**src/rtl/audio_adc_rx_pkg.sv**
```systemverilog
`default_nettype none
// ============================================================================
// Module      : audio_pkg
// Description : Shared constants and FSM state type for the codec audio
//               serial link (receive side).
// Revision    : 1.0  initial release
// ============================================================================
package audio_pkg;

  localparam int   AUDIO_DATA_WIDTH = 16;
  localparam int   REF_CLK          = 18432000;
  localparam int   SAMPLE_RATE      = 48000;

  // LRCK level that marks the left channel
  localparam logic LR_LEFT          = 1'b1;

  typedef enum logic [1:0] {
    WAIT_SYNC = 2'd0,
    SHIFT_L   = 2'd1,
    SHIFT_R   = 2'd2
  } rx_state_t;

endpackage
`default_nettype wire

```
**src/rtl/audio_adc_rx_if.sv**
```systemverilog
`default_nettype none
// ============================================================================
// Module      : audio_adc_rx_if
// Description : Stereo PCM pair handshake between the ADC receiver (master)
//               and the DSP consumer (slave).
//   left, right : held stereo pair, two's complement
//   valid       : a pair is held
//   ready       : consumer takes the pair when high with valid
//   clr_err     : clears the sticky flags
//   overrun     : sticky, a pair was dropped
//   frame_err   : sticky, a channel period was short of bits
// Revision    : 1.0  initial release
// ============================================================================
interface audio_adc_rx_if #(
  parameter int DATA_WIDTH = 16
);
  logic [DATA_WIDTH-1:0] left;
  logic [DATA_WIDTH-1:0] right;
  logic                  valid;
  logic                  ready;
  logic                  clr_err;
  logic                  overrun;
  logic                  frame_err;

  modport master (
    output left, right, valid, overrun, frame_err,
    input  ready, clr_err
  );

  modport slave (
    input  left, right, valid, overrun, frame_err,
    output ready, clr_err
  );
endinterface
`default_nettype wire

```
**src/rtl/audio_adc_rx_sync_edge.sv**
```systemverilog
`default_nettype none
// ============================================================================
// Module      : audio_sync_edge
// Description : Multi-stage synchroniser followed by one history flop.
//   clk, rst  : system clock, synchronous active-high reset
//   async_in  : asynchronous input
//   level     : synchronised level
//   rise      : synchronised 0->1 transition (one cycle)
//   any_edge  : synchronised transition of either direction (one cycle)
// Revision    : 1.0  initial release
// ============================================================================
module audio_sync_edge #(
  parameter int SYNC_STAGES = 2
) (
  input  logic clk,
  input  logic rst,
  input  logic async_in,
  output logic level,
  output logic rise,
  output logic any_edge
);

  logic [SYNC_STAGES-1:0] sync_q;
  logic                   hist_q;

  always_ff @(posedge clk) begin
    if (rst) begin
      sync_q <= '0;
      hist_q <= 1'b0;
    end else begin
      sync_q <= {sync_q[SYNC_STAGES-2:0], async_in};
      hist_q <= sync_q[SYNC_STAGES-1];
    end
  end

  assign level    = sync_q[SYNC_STAGES-1];
  assign rise     = level & ~hist_q;
  assign any_edge = level ^ hist_q;

endmodule
`default_nettype wire

```
**src/rtl/audio_adc_rx.sv**
```systemverilog
`default_nettype none
// ============================================================================
// Module      : audio_adc_rx
// Description : Deserialises the codec ADC line (left-justified, MSB first,
//               LRCK high = left) into 16-bit stereo pairs held behind a
//               valid/ready register with overrun and framing-error flags.
//   iCLK_18_4    : system clock
//   iRST         : synchronous active-high reset
//   iAUD_BCK     : bit clock (same net the FPGA drives to the codec)
//   iAUD_ADCLRCK : ADC word clock, 1 = left
//   iAUD_ADCDAT  : serial ADC data
//   bus          : stereo pair handshake and sticky flags (master side)
// Revision    : 1.0  initial release
// ============================================================================
module audio_adc_rx
  import audio_pkg::*;
#(
  parameter int DATA_WIDTH  = AUDIO_DATA_WIDTH,
  parameter int SYNC_STAGES = 2,
  parameter int CNT_WIDTH   = 5
) (
  input  logic             iCLK_18_4,
  input  logic             iRST,
  input  logic             iAUD_BCK,
  input  logic             iAUD_ADCLRCK,
  input  logic             iAUD_ADCDAT,
  audio_adc_rx_if.master   bus
);

  logic bck_level, bck_rise, bck_edge;
  logic lr_level, lr_rise, lr_edge;
  logic dat;
  logic [SYNC_STAGES-1:0] dat_sync_q;
  logic unused_sync;

  audio_sync_edge #(.SYNC_STAGES(SYNC_STAGES)) u_bck_sync (
    .clk(iCLK_18_4), .rst(iRST), .async_in(iAUD_BCK),
    .level(bck_level), .rise(bck_rise), .any_edge(bck_edge)
  );

  audio_sync_edge #(.SYNC_STAGES(SYNC_STAGES)) u_lr_sync (
    .clk(iCLK_18_4), .rst(iRST), .async_in(iAUD_ADCLRCK),
    .level(lr_level), .rise(lr_rise), .any_edge(lr_edge)
  );

  assign unused_sync = bck_level ^ bck_edge ^ lr_rise;

  // Data needs only the synchronised level, no history
  always_ff @(posedge iCLK_18_4) begin
    if (iRST) dat_sync_q <= '0;
    else      dat_sync_q <= {dat_sync_q[SYNC_STAGES-2:0], iAUD_ADCDAT};
  end
  assign dat = dat_sync_q[SYNC_STAGES-1];

  // --------------------------------------------------------------------------
  // Channel FSM
  // --------------------------------------------------------------------------
  rx_state_t state_q, state_d;
  logic [CNT_WIDTH-1:0]  cnt_q;
  logic [DATA_WIDTH-1:0] shift_q, left_hold_q;
  logic [DATA_WIDTH-1:0] pair_left_q, pair_right_q;
  logic                  issue_q;
  logic                  cnt_full;
  logic                  chan_start, latch_left, issue_d, ferr_set;

  assign cnt_full = (cnt_q == CNT_WIDTH'(DATA_WIDTH));

  always_ff @(posedge iCLK_18_4) begin
    if (iRST) state_q <= WAIT_SYNC;
    else      state_q <= state_d;
  end

  always_comb begin
    state_d    = state_q;
    chan_start = 1'b0;
    latch_left = 1'b0;
    issue_d    = 1'b0;
    ferr_set   = 1'b0;
    case (state_q)
      WAIT_SYNC: begin
        if (lr_edge && (lr_level == LR_LEFT)) begin
          state_d    = SHIFT_L;
          chan_start = 1'b1;
        end
      end
      SHIFT_L: begin
        if (lr_edge) begin
          if (cnt_full) begin
            latch_left = 1'b1;
            chan_start = 1'b1;
            state_d    = SHIFT_R;
          end else begin
            ferr_set   = 1'b1;
            state_d    = WAIT_SYNC;
          end
        end
      end
      SHIFT_R: begin
        if (lr_edge) begin
          if (cnt_full) begin
            issue_d    = 1'b1;
            chan_start = 1'b1;
            state_d    = SHIFT_L;
          end else begin
            ferr_set   = 1'b1;
            state_d    = WAIT_SYNC;
          end
        end
      end
      default: state_d = WAIT_SYNC;
    endcase
  end

  // Shift register and bit counter. A bck_rise coinciding with a channel
  // start is the MSB of the new channel, so it lands in the cleared register.
  always_ff @(posedge iCLK_18_4) begin
    if (iRST) begin
      cnt_q   <= '0;
      shift_q <= '0;
    end else if (chan_start) begin
      cnt_q   <= bck_rise ? CNT_WIDTH'(1) : '0;
      shift_q <= bck_rise ? DATA_WIDTH'(dat) : '0;
    end else if (ferr_set) begin
      cnt_q   <= '0;
      shift_q <= '0;
    end else if (bck_rise && (state_q != WAIT_SYNC) && !cnt_full) begin
      cnt_q   <= cnt_q + CNT_WIDTH'(1);
      shift_q <= {shift_q[DATA_WIDTH-2:0], dat};
    end
  end

  // The completed pair is staged for one cycle before the output register
  always_ff @(posedge iCLK_18_4) begin
    if (iRST) begin
      left_hold_q  <= '0;
      pair_left_q  <= '0;
      pair_right_q <= '0;
      issue_q      <= 1'b0;
    end else begin
      if (latch_left) left_hold_q <= shift_q;
      issue_q <= issue_d;
      if (issue_d) begin
        pair_left_q  <= left_hold_q;
        pair_right_q <= shift_q;
      end
    end
  end

  // --------------------------------------------------------------------------
  // Output holding register and sticky flags
  // --------------------------------------------------------------------------
  logic [DATA_WIDTH-1:0] left_q, right_q;
  logic valid_q, overrun_q, ferr_q;
  logic xfer, ovr_set;

  assign xfer    = valid_q & bus.ready;
  assign ovr_set = issue_q & valid_q & ~bus.ready;

  always_ff @(posedge iCLK_18_4) begin
    if (iRST) begin
      left_q    <= '0;
      right_q   <= '0;
      valid_q   <= 1'b0;
      overrun_q <= 1'b0;
      ferr_q    <= 1'b0;
    end else begin
      if (issue_q && (!valid_q || xfer)) begin
        left_q  <= pair_left_q;
        right_q <= pair_right_q;
        valid_q <= 1'b1;
      end else if (xfer) begin
        valid_q <= 1'b0;
      end
      // set wins over a simultaneous clear
      overrun_q <= ovr_set  | (overrun_q & ~bus.clr_err);
      ferr_q    <= ferr_set | (ferr_q    & ~bus.clr_err);
    end
  end

  assign bus.left      = left_q;
  assign bus.right     = right_q;
  assign bus.valid     = valid_q;
  assign bus.overrun   = overrun_q;
  assign bus.frame_err = ferr_q;

endmodule
`default_nettype wire

```
**src/flat_wrapper.sv**
```systemverilog
// flat-port wrapper written by rule: the top's interface ports become plain ports
module audio_adc_rx_flat import audio_pkg::*;
#(
  parameter int DATA_WIDTH  = AUDIO_DATA_WIDTH,
  parameter int SYNC_STAGES = 2,
  parameter int CNT_WIDTH   = 5
)
  (iCLK_18_4, iRST, iAUD_BCK, iAUD_ADCLRCK, iAUD_ADCDAT, bus_left, bus_right, bus_valid, bus_overrun, bus_frame_err, bus_ready, bus_clr_err);
  audio_adc_rx_if #(.DATA_WIDTH(DATA_WIDTH)) bus_i ();
  input  logic iCLK_18_4;
  input  logic iRST;
  input  logic iAUD_BCK;
  input  logic iAUD_ADCLRCK;
  input  logic iAUD_ADCDAT;
  output wire logic [$bits(bus_i.left)-1:0] bus_left;
  output wire logic [$bits(bus_i.right)-1:0] bus_right;
  output wire logic [$bits(bus_i.valid)-1:0] bus_valid;
  output wire logic [$bits(bus_i.overrun)-1:0] bus_overrun;
  output wire logic [$bits(bus_i.frame_err)-1:0] bus_frame_err;
  input wire logic [$bits(bus_i.ready)-1:0] bus_ready;
  input wire logic [$bits(bus_i.clr_err)-1:0] bus_clr_err;
  assign bus_left = bus_i.left;
  assign bus_right = bus_i.right;
  assign bus_valid = bus_i.valid;
  assign bus_overrun = bus_i.overrun;
  assign bus_frame_err = bus_i.frame_err;
  assign bus_i.ready = bus_ready;
  assign bus_i.clr_err = bus_clr_err;
  audio_adc_rx #(.DATA_WIDTH(DATA_WIDTH), .SYNC_STAGES(SYNC_STAGES), .CNT_WIDTH(CNT_WIDTH)) u_core (.iCLK_18_4(iCLK_18_4), .iRST(iRST), .iAUD_BCK(iAUD_BCK), .iAUD_ADCLRCK(iAUD_ADCLRCK), .iAUD_ADCDAT(iAUD_ADCDAT), .bus(bus_i));
endmodule
```
**config.mk**
```make
export PLATFORM = sky130hd
export DESIGN_NAME = audio_adc_rx_flat
export DESIGN_NICKNAME = d
export VERILOG_FILES = /design/src/rtl/audio_adc_rx_pkg.sv /design/src/rtl/audio_adc_rx_if.sv /design/src/rtl/audio_adc_rx_sync_edge.sv /design/src/rtl/audio_adc_rx.sv /design/src/flat_wrapper.sv
export SDC_FILE = /design/constraint.sdc
export NUM_CORES = 1
export LEC_CHECK = 0
export CORE_ASPECT_RATIO = 0.7
export CORE_MARGIN = 3
export CORE_UTILIZATION = 45
export DETAILED_ROUTE_END_ITERATION = 16
export GPL_ROUTABILITY_DRIVEN = 0
export GPL_TIMING_DRIVEN = 0
export PLACE_DENSITY = 0.62
export SKIP_LAST_GASP = 1
export SLEW_MARGIN = 20
export SYNTH_ARGS = -nofsm -noshare
export SYNTH_HDL_FRONTEND = slang
export SYNTH_SLANG_ARGS = --single-unit
```
**constraint.sdc**
```tcl
create_clock -name iCLK_18_4 -period 2.2 [get_ports iCLK_18_4]
set_input_delay 0.44 -clock iCLK_18_4 [delete_from_list [all_inputs] [get_ports iCLK_18_4]]
set_output_delay 0.44 -clock iCLK_18_4 [all_outputs]
set_load 0.01 [all_outputs]
```
# Yosys cells after proc, flatten, opt, wreduce, memory -nomap -nowiden
# Cells that the tools add are included.
classes:
  n_addsub: 1
  eq_ne: 6
  muxes: 25
  n_bitwise: 12
  n_reduce_logical: 13
ops:
  columns: ["op", "n"]
  rows:
  - ["$mux 16", 3]
  - ["$mux 5", 3]
  - ["$mux 1", 13]
  - ["$mux 2", 4]
  - ["$and 1x1->1", 6]
  - ["$ne 2x1->1 const B", 3]
  - ["$pmux 2 s3", 1]
  - ["$add 5x1->5 const B", 1]
  - ["$eq 5x5->1 const B", 1]
  - ["$logic_and 1x1->1", 4]
  - ["$reduce_bool 2->1", 2]
  - ["$not 1->1", 3]
  - ["$reduce_and 3->1", 1]
  - ["$reduce_bool 3->1", 1]
  - ["$eq 2x1->1 const B", 1]
  - ["$eq 2x2->1 const B", 1]
  - ["$logic_not 1->1", 2]
  - ["$logic_not 2->1", 1]
  - ["$or 1x1->1", 2]
  - ["$pmux 1 s2", 1]
  - ["$reduce_or 2->1", 1]
  - ["$logic_or 1x1->1", 1]
  - ["$xor 1x1->1", 1]
totals:
  ff_bits: 115
  in_bits: 7
  word_cells: 74

# Depth between registers and ports, before layout
depth:
  depth_word: 7
  mapped_depth: 8

# Cells and area by module
# From an unflattened synthesis, not the netlist that was laid out.
unflattened:
  cells_unflattened: 517
  area_unflattened_um2: 4269.1
by_module_without_submodules:
  columns: ["mod", "n_inst", "cells_each", "area_each_um2", "seq_area_each_um2"]
  rows:
  - ["audio_adc_rx", 1, 499, 4071.4, 2182.1]
  - ["audio_sync_edge", 2, 9, 98.8, 60.1]

# Least setup slack after synthesis
# OpenSTA, ideal clock, no wires.
synth_path:
  path_type: "register to register"
  start: "reg u_core.state_q[0]"
  end: "reg u_core.shift_q[9]"
  setup_ps: 59
  arrival_time_ps: 1761
  t_required_ps: 2141
  path_slack_ps: 380
  path_stages_with_launch: 9
  period_less_slack_ps: 1820
  cell_sequence: "dfxtp_1 inv_1 ha_1 nor2b_1 buf_2 o21a_2 nor3_4 buf_6 a22o_1"
synth_via:
  elab_chain_len: 5
  elab_cells_between_ends: 12
  cone_classes: "2 x eq/ne; 4 x mux; 6 x reduce/logical"
synth_rtl:
  columns: ["item", "line", "source"]
  rows:
  - ["start, declared", "audio_adc_rx.sv:58", "rx_state_t state_q, state_d;"]
  - ["start signal, assigned", "audio_adc_rx.sv:70", "else state_q <= state_d;"]
  - ["$eq 2x1->1 / $eq 2x2->1 (equally long branches)", "audio_adc_rx.sv:79", "case (state_q)"]
  - ["$reduce_or 2->1 (no source line)", null, null]
  - ["$mux 1", null, null]
  - ["$mux 16", "audio_adc_rx.sv:123", "end else if (ferr_set) begin"]
  - ["$mux 16", "audio_adc_rx.sv:120", "end else if (chan_start) begin"]
  - ["end signal, assigned", "audio_adc_rx.sv:122", "shift_q <= bck_rise ? DATA_WIDTH'(dat) : '0;"]
  - ["end signal, assigned", "audio_adc_rx.sv:128", "shift_q <= {shift_q[DATA_WIDTH-2:0], dat};"]
  - ["end, declared", "audio_adc_rx.sv:60", "logic [DATA_WIDTH-1:0] shift_q, left_hold_q;"]
# Parallel ways exist; a longest one is shown, timed or not.
# A chain may end at the register's enable or synchronous reset.

# Final worst setup path
layout_path:
  start: "reg u_core.state_q[0]"
  end: "reg u_core.shift_q[1]"
# Same word-level chain as after synthesis.

==> qor.yml <==
finish:
  register_area_sq_um: 2300
  finish.net_count: 554
  fin_util: 0.607
  drive_gt1_frac: 0.0832
  antennaDiodeCount: 0
  stdcell_area_sq_um: 5280
  syn2layout_area_growth_pct: 27.2
  multi_input_area_sq_um: 1680
  fillCellCount: 797
worst_setup_path:
  critPathLaunchType: "flop"
  cp_top_family: "simple AND/OR/NAND/NOR gates"
  path_cells: "inv_1, ha_1, nor2b_1, buf_2, o21a_2, nor3_4, buf_6, a22o_1"
  cpPeakStageDelay_ns: 0.39
  crit_slowest_cell: "dfxtp_1"
  critPathKind: "reg2reg"
  crit_buf_inv: 3
  arrival_ns: 2.40
  path_max_fanout: 10
  worstPathRequired_ns: 2.54
  worstSetupEndpointType: "flop"
yosys:
  synth_area_sq_um: 4150
  yosysSeqAreaShare: 0.555
  synth.avg_cell_area_sq_um: 8.62
  synth-edff-count: 0
  yosysWarnings: 0
  ys_types: 38
  synth.ff_latch_count: 115
  synthesis.nets: 495
  yosys_most_used_dff: "dfxtp_1"
  synth_cells: 481
  async_reset_ff_frac: 0
cts:
  insertion_delay_ns: 0.41
  cts_max_level: 4
  cts_tree: "built"
  clock-root-buffer: "clkbuf_16"
  clock_sinks: 115
  numCtsBuffers: 17
  cts_buffer_depth: 2
  post_cts_buffers: 0
  clk_pin_slew_worst_paths_ns: 0.05
route:
  wl_per_cell_microns: 13.4
  met2_length_microns: 3730
  dr.pass1.iters: 4
  route.vias.total: 3366
  avgViaCountPerCell: 5.00
  drt-total-wl_microns: 9020
  drcViolationCount: 0
  dr_wl_met3_microns: 529
  drt-initial-drc-count: 251
  wl_met1_microns: 4660
  highest_layer: "met4"
  drtAntennaViolNets: 0
timing:
  hold_viol: 0
  drv_slew: 0
  rsz0062_at_grt: "false"
  tightest_slew_ns: 0.671
  finClkSkew_ns: 0.00729
  finalCritPeriodShare: 0.935
  slew_headroom: 0.551
  period_needed_ns: 2.06
  fmax_ghz: 0.486
  setup_violations: 0
  layout_setup_ws_ns: 0.143
  whs_ns: 0.435
place:
  place_area_sq_um: 4710
  pre_cts_ws_ns: -0.400
  dpl.hpwl_microns: 6570
  io_buffers: 41
job:
  maxCapViolCount: 0
die:
  start_util: 0.477
  dieArea_sq_um: 10400
  io_pins: 42
  rows: 28
  die_y_microns: 86.3
  coreArea_sq_um: 8690
  die_width_microns: 121
grt:
  gr-usage-all-layers: 0.189
  grt_pass1_vias: 3108
  gr-total-overflow: 0
  grt_pass1_wl_microns: 15300
  grt_max_degree: 17
  antenna_found_initial: 0
power:
  p_leak_nw: 1.79
  power_mw: 4.83
  power_density_nw_per_um2: 916
  ir_drop_mv: 0.494
status:
  status: "completed"
min_path:
  hp-class: "reg2reg"
-- per-stage QoR --
| stage | cells | TNS, ns |
|---|---|---|
| final | 673 | 0 |
| after global routing | 673 | 0 |
| after detailed placement | 642 | -6.41 |
| after floorplan | 481 | 0 |
| after CTS | 674 | 0 |
| after global placement | 642 | -6.07 |
-- where the power goes --
group / switching [mW] / internal, mW
logic: 0.0905 / 0.0547
registers: 0.00998 / 2.10
clock network: 0.894 / 1.68
-- synthesized netlist by cell type, types with 2 or more instances --
cell / count / area (sq um)
a211oi_1: 2 / 15.0
a21oi_1: 83 / 415
a22o_1: 17 / 149
and2_1: 2 / 12.5
buf_1: 4 / 15.0
buf_2: 5 / 25.0
buf_6: 2 / 22.5
clkbuf_1: 18 / 67.6
dfxtp_1: 115 / 2300
ha_1: 7 / 87.6
inv_1: 9 / 33.8
nand2_1: 162 / 608
nand2b_1: 2 / 12.5
nand3_1: 4 / 20.0
nand3b_1: 3 / 22.5
nor2_1: 7 / 26.3
nor2b_1: 12 / 75.1
nor3_1: 2 / 10.0
nor3b_2: 3 / 37.5
nor4_1: 2 / 12.5
o21ai_0: 2 / 10.0
xor2_1: 2 / 17.5
-- per-layer routing --
metal / track usage / up-vias
li1: - / 1725
met2: 0.268 / 64
met4: 0.0772 / 0
met5: 0 / -
met1: 0.271 / 1565
met3: 0.0554 / 12
-- flip-flops by register name, indices dropped and copies added, names as in the netlist --
register / cells
u_core.bus.left: 16
u_core.bus.right: 16
u_core.left_hold_q: 16
u_core.pair_left_q: 16
u_core.pair_right_q: 16
u_core.shift_q: 16
u_core.cnt_q: 5
u_core.dat_sync_q: 2
u_core.state_q: 2
u_core.u_bck_sync.sync_q: 2
u_core.u_lr_sync.sync_q: 2
u_core.bus.frame_err: 1
u_core.bus.overrun: 1
u_core.bus.valid: 1
u_core.issue_q: 1
u_core.u_bck_sync.hist_q: 1
u_core.u_lr_sync.hist_q: 1
-- layout make-up --
cell class | count | area share
plain buffers | 29 | 0.0259
clock buffers | 22 | 0.0861
clock inverters | 10 | 0.0206
inverters | 9 | 0.00640
multi-input cells | 327 | 0.318
flip-flops and latches | 115 | 0.436
well taps | 120 | 0.0285
repair buffers | 41 | 0.0778
-- layout by cell type, fill, tap and decap left out, types with 4 or more instances in the layout --
master,n
nor2_1,7
dfxtp_1,115
clkdlybuf4s50_1,41
inv_1,9
ha_1,7
a22o_1,17
clkbuf_16,17
clkinv_2,5
nand3_1,4
clkbuf_1,20
nor2b_1,12
nand2_1,162
buf_2,5
a21oi_1,83
-- path summary, 6_finish.rpt --
path | to | slack, ns | depth (start not counted) | start
worst max-delay path | u_core.shift_q[1]$_SDFFE_PP0P_ | 0.14 | 8 | u_core.state_q[0]$_SDFFE_PP0P_
worst min-delay path | u_core.u_lr_sync.sync_q[1]$_SDFF_PP0_ | 0.43 | 1 | u_core.u_lr_sync.sync_q[0]$_SDFF_PP0_
worst max register to register | u_core.shift_q[1]$_SDFFE_PP0P_ | 0.14 | 8 | u_core.state_q[0]$_SDFFE_PP0P_
worst min register to register | u_core.u_lr_sync.sync_q[1]$_SDFF_PP0_ | 0.43 | 1 | u_core.u_lr_sync.sync_q[0]$_SDFF_PP0_
-- what timing repair did --
item                       in CTS  in global routing
setup endpoints to repair       0                 22
hold buffers                    0                  0
resized for setup               0                  4
hold endpoints to repair        0                  0
-- cells by family after synthesis --
| family | Yosys count | share of synthesized area |
|---|---|---|
| AND/OR/NAND/NOR | 206 | 0.219 |
| flip-flops | 115 | 0.555 |
| AO/OA/AOI/OAI | 110 | 0.154 |
| buffers and inverters | 39 | 0.0413 |
| adder cells (fa/ha/maj) | 7 | 0.0211 |
| XOR/XNOR | 3 | 0.00634 |
| multiplexers | 1 | 0.00272 |
No activity file was read; power rests on OpenSTA's default activity.
